### src/rtl/sequential_mult.sv
// sequential_mult
// ---------------------------------------------------------------------------
// Iterative unsigned radix-2 shift-and-add multiplier. One multiplier bit is
// consumed per clock; a 2*SIZE-bit product is produced SIZE cycles after the
// start edge.
//
// Ports:
//   clk    - rising-edge clock
//   rst    - asynchronous, active-high reset
//   start  - operation request, sampled only while idle
//   A      - SIZE-bit unsigned multiplicand, sampled with start
//   B      - SIZE-bit unsigned multiplier, sampled with start
//   P      - 2*SIZE-bit product register, holds the last completed result
//   busy   - high while an operation is in progress
//   done   - one-cycle pulse, P has just been updated
// ---------------------------------------------------------------------------
module sequential_mult #(
  parameter int SIZE = 32
) (
  input  logic              clk,
  input  logic              rst,
  input  logic              start,
  input  logic [SIZE-1:0]   A,
  input  logic [SIZE-1:0]   B,
  output logic [2*SIZE-1:0] P,
  output logic              busy,
  output logic              done
);

  localparam int CW = $clog2(SIZE) + 1;
  localparam logic [CW-1:0] LAST = CW'(SIZE - 1);

  typedef enum logic {
    IDLE = 1'b0,
    RUN  = 1'b1
  } state_t;

  state_t              state_q, state_d;
  logic [SIZE-1:0]     mcnd_q, mcnd_d;
  logic [SIZE:0]       hi_q, hi_d;
  logic [SIZE-1:0]     lo_q, lo_d;
  logic [CW-1:0]       cnt_q, cnt_d;
  logic [2*SIZE-1:0]   p_q, p_d;
  logic                done_q, done_d;

  logic [SIZE-1:0]     addend;
  logic [SIZE:0]       sum;

  // hi_q[SIZE] is always 0 after a shift, so adding the full register equals
  // adding its lower SIZE bits; the carry lands in sum[SIZE].
  always_comb begin
    addend = lo_q[0] ? mcnd_q : '0;
    sum    = hi_q + {1'b0, addend};
  end

  always_comb begin
    state_d = state_q;
    mcnd_d  = mcnd_q;
    hi_d    = hi_q;
    lo_d    = lo_q;
    cnt_d   = cnt_q;
    p_d     = p_q;
    done_d  = 1'b0;

    case (state_q)
      IDLE: begin
        if (start) begin
          mcnd_d  = A;
          hi_d    = '0;
          lo_d    = B;
          cnt_d   = '0;
          state_d = RUN;
        end
      end
      RUN: begin
        // Shift the partial product right; the consumed multiplier bit falls
        // off the bottom of lo while the new product bit enters at its top.
        hi_d  = {1'b0, sum[SIZE:1]};
        lo_d  = {sum[0], lo_q[SIZE-1:1]};
        cnt_d = cnt_q + CW'(1);
        if (cnt_q == LAST) begin
          p_d     = {sum, lo_q[SIZE-1:1]};
          done_d  = 1'b1;
          state_d = IDLE;
        end
      end
      default: state_d = IDLE;
    endcase
  end

  always_ff @(posedge clk or posedge rst) begin
    if (rst) begin
      state_q <= IDLE;
      mcnd_q  <= '0;
      hi_q    <= '0;
      lo_q    <= '0;
      cnt_q   <= '0;
      p_q     <= '0;
      done_q  <= 1'b0;
    end else begin
      state_q <= state_d;
      mcnd_q  <= mcnd_d;
      hi_q    <= hi_d;
      lo_q    <= lo_d;
      cnt_q   <= cnt_d;
      p_q     <= p_d;
      done_q  <= done_d;
    end
  end

  assign P    = p_q;
  assign done = done_q;
  assign busy = (state_q == RUN);

endmodule

### config.mk
export PLATFORM = sky130hd
export DESIGN_NAME = sequential_mult
export DESIGN_NICKNAME = d
export VERILOG_FILES = /design/src/rtl/sequential_mult.sv
export SDC_FILE = /design/constraint.sdc
export NUM_CORES = 1
export LEC_CHECK = 0
export BUFFER_PORTS_ARGS = -buffer_cell sky130_fd_sc_hd__buf_2
export CORE_MARGIN = 4
export CORE_UTILIZATION = 60
export CTS_CLUSTER_DIAMETER = 60
export DETAILED_ROUTE_END_ITERATION = 10
export PLACE_DENSITY = 0.95
export SKIP_LAST_GASP = 1
export SYNTH_ARGS = -nofsm -noshare
export SYNTH_HDL_FRONTEND = slang
export SYNTH_SLANG_ARGS = --single-unit
export TNS_END_PERCENT = 5
### constraint.sdc
create_clock -name clk -period 15 [get_ports clk]
set_input_delay 3 -clock clk [delete_from_list [all_inputs] [get_ports clk]]
set_output_delay 3 -clock clk [all_outputs]
set_load 0.02 [all_outputs]
==> metrics <==
Hold Buf Count CTS=0; Cell Pwr Density=236.8 nW/um^2; first-pass GRT wire length=around 35 mm; fin. max-slew vios=0; starting density of the core=0.6220; most common cell after layout, fill and taps aside=nand2_1; Final ANT Viol Nets=0; chip height=~130 um; crit-path max FO=38; worst slew pin tran=1.230 ns; vias in the first global route=7,273; CP Data Required Time=15.31 ns; CTS tree=yes; Reg clk slew, reported paths=around 0.070 ns; P_leak=5.242 nW; top_reg_cell synth=dfrtp_1; register area share after synthesis=0.4813; fmax=between 200 and 250 MHz; Port-buffer cells=132; Post-DP HPWL=14.00 mm; Period minus WS final=4.700 ns; All-Layer GR Usage=0.2655; clk root buf=clkbuf_16; die area=16,550 sq um; WL/cell=17.62 um; Cells after Synth=934; Fin Clk Skew=~0.011 ns; via count=7,363; ys async rst share=1.000; RSZ-0062 raised after global routing=no; CTS buffer count=17; outcome=finished, final reports clean; initial antenna violation count=2; Fin Setup TNS=0 ns; post-CTS sizing=0; FF-to-FF Start=lo_q[0]$_DFFE_PP0P_; GP Congestion=0.9454; Critical Path AT=5.01 ns; Horiz. Die Dim=128.7 um; Hold Path Class=register to register; Worst Reg2Reg Path Length in Cells=10; syn avg cell area=9.352 sq um; 1st-pass router iterations=8; Layout area overhead=14.01%; Ys Warns=0; Via-to-Cell Ratio=about 6.0; Rel. slew slack=0.1781; Post-Syn Nets=1,035; HP Start=P[11]$_DFFE_PP0P_; Final setup viols=0; DR DRC count=0; io pins=133; kind of end point of the critical path=register; total of max-cap violations=0; Worst setup SP type=input pin; Mapped Area=8735 sq um; # H-tree levels=4; worst hold path stage count=2; post-synthesis register bit count=168; # nets final=about 1,100; Core Area=between 10,000 and 15,000 sq um; R2R Setup Slk=between 10 and 15 ns; post-CTS setup buffer count=0; Row Count=43; proportion of layout cells with a drive suffix above 1=0.1854; largest net degree at the start of global routing=104; Distinct cells, synth=65; Final Non-Filler Cells=~1,200; CP Class=input pin to register; Post-synth EDFFs=0; gr ovfl total=0; initial DRC count=802; most frequent cells in the layout=297 x nand2_1, 167 x dfrtp_1, 132 x buf_2; Hold Path Sink=P[11]$_DFFE_PP0P_; DRT Wirelength=roughly 22 mm; VDD IR max=between 0.1 and 0.15 mV; total power=approximately 0.0024 W; Hold Fails Final Rpt=0; period utilization=0.3134; dpl cells=1,200; FF-to-FF End=P[54]$_DFFE_PP0P_; Bufs on Longest Clock Path=2; clock sinks=168; clock latency at the later pin of the worst-skew pair=0.44 ns
## worst max-delay path, stage by stage
cell and delay, ns:
buf_2 0.09, buf_4 0.51, nand2_1 0.88, o211ai_1 0.39
o31ai_1 0.11
## cells by family after synthesis
group                    synth area share
adder cells (fa/ha/maj)           0.04956
flip-flops                         0.4813
XOR/XNOR                          0.02507
buffers and inverters             0.04355
multiplexers                      0.05329
AO/OA/AOI/OAI                      0.1494
AND/OR/NAND/NOR                    0.1978
## through the flow
step	hold slack (ns)	setup WS (ns)	utilization	cell area, sq um
2_1_floorplan	0.4380	7.453	-	8735
3_3_place_gp	0.4505	10.02	0.6652	9341
3_5_place_dp	0.4553	9.846	0.6652	9341
4_1_cts	0.4730	10.18	0.7085	9948
5_1_grt	0.4917	10.20	0.7092	9958
6_report	0.4709	10.30	0.7092	9958
## Yosys cell counts (all sizes together) (3+ instances only)
| master | instances | area share |
|---|---|---|
| a21boi | 3 | 0.0026 |
| a21o | 15 | 0.013 |
| a21oi | 39 | 0.022 |
| a22o | 24 | 0.024 |
| a31oi | 3 | 0.0021 |
| a41oi | 3 | 0.0052 |
| and2 | 35 | 0.025 |
| and3 | 4 | 0.0029 |
| buf | 22 | 0.019 |
| clkbuf | 29 | 0.016 |
| dfrtp | 168 | 0.48 |
| ha | 33 | 0.047 |
| inv | 12 | 0.0052 |
| mux2 | 12 | 0.015 |
| mux2i | 33 | 0.038 |
| nand2 | 297 | 0.13 |
| nand2b | 3 | 0.0021 |
| nand3 | 16 | 0.0097 |
| nand4 | 11 | 0.0079 |
| nor2 | 20 | 0.0086 |
| nor3 | 6 | 0.0034 |
| o211ai | 6 | 0.0052 |
| o21a | 5 | 0.0043 |
| o21ai | 64 | 0.037 |
| o21bai | 3 | 0.0026 |
| o31ai | 5 | 0.0043 |
| or3 | 3 | 0.0021 |
| or4 | 3 | 0.0030 |
| xnor2 | 12 | 0.012 |
| xor2 | 13 | 0.013 |
## layout make-up
class | count | area, sq um
flip-flops and latches | 168 | 4205
multi-input cells | 702 | 4160
fillers | 979 | 4084
repair buffers | 138 | 705.7
clock buffers | 22 | 464.2
well taps | 180 | 225.2
clock inverters | 10 | 142.6
inverters | 12 | 50.05
diodes | 2 | 5.005
## worst max path at each step
| stage | from | endpoint | slack [ns] | cells after the start |
|---|---|---|---|---|
| after global routing | start | cnt_q[5]$_DFFE_PP0P_ | 10.20 | 5 |
| after detailed placement | start | mcnd_q[2]$_DFFE_PP0P_ | 9.85 | 6 |
| after floorplan | rst | P[0]$_DFFE_PP0P_ | 7.45 | 1 |
| after global placement | start | cnt_q[5]$_DFFE_PP0P_ | 10.02 | 5 |
| after CTS | start | mcnd_q[11]$_DFFE_PP0P_ | 10.18 | 6 |
| final | start | cnt_q[5]$_DFFE_PP0P_ | 10.30 | 5 |
## state kept, by name, summed over array words and instances, names as in the netlist
signal / flops
P: 64
lo_q: 32
busy: 1
hi_q: 32
cnt_q: 6
done: 1
mcnd_q: 32
## power by group
group | internal [W] | switching, W
Clock | 0.000272 | 0.000182
Combinational | 0.000434 | 0.000655
Sequential | 0.000670 | 0.000146
## layer usage
metal,wire (um),GRT usage,share of wire
met2,10610,0.4287,0.49
met1,8994,0.3471,0.41
met3,1328,0.05562,0.061
met5,0,0,0
met4,803,0.1204,0.037
(Power assumes the default switching activity.)
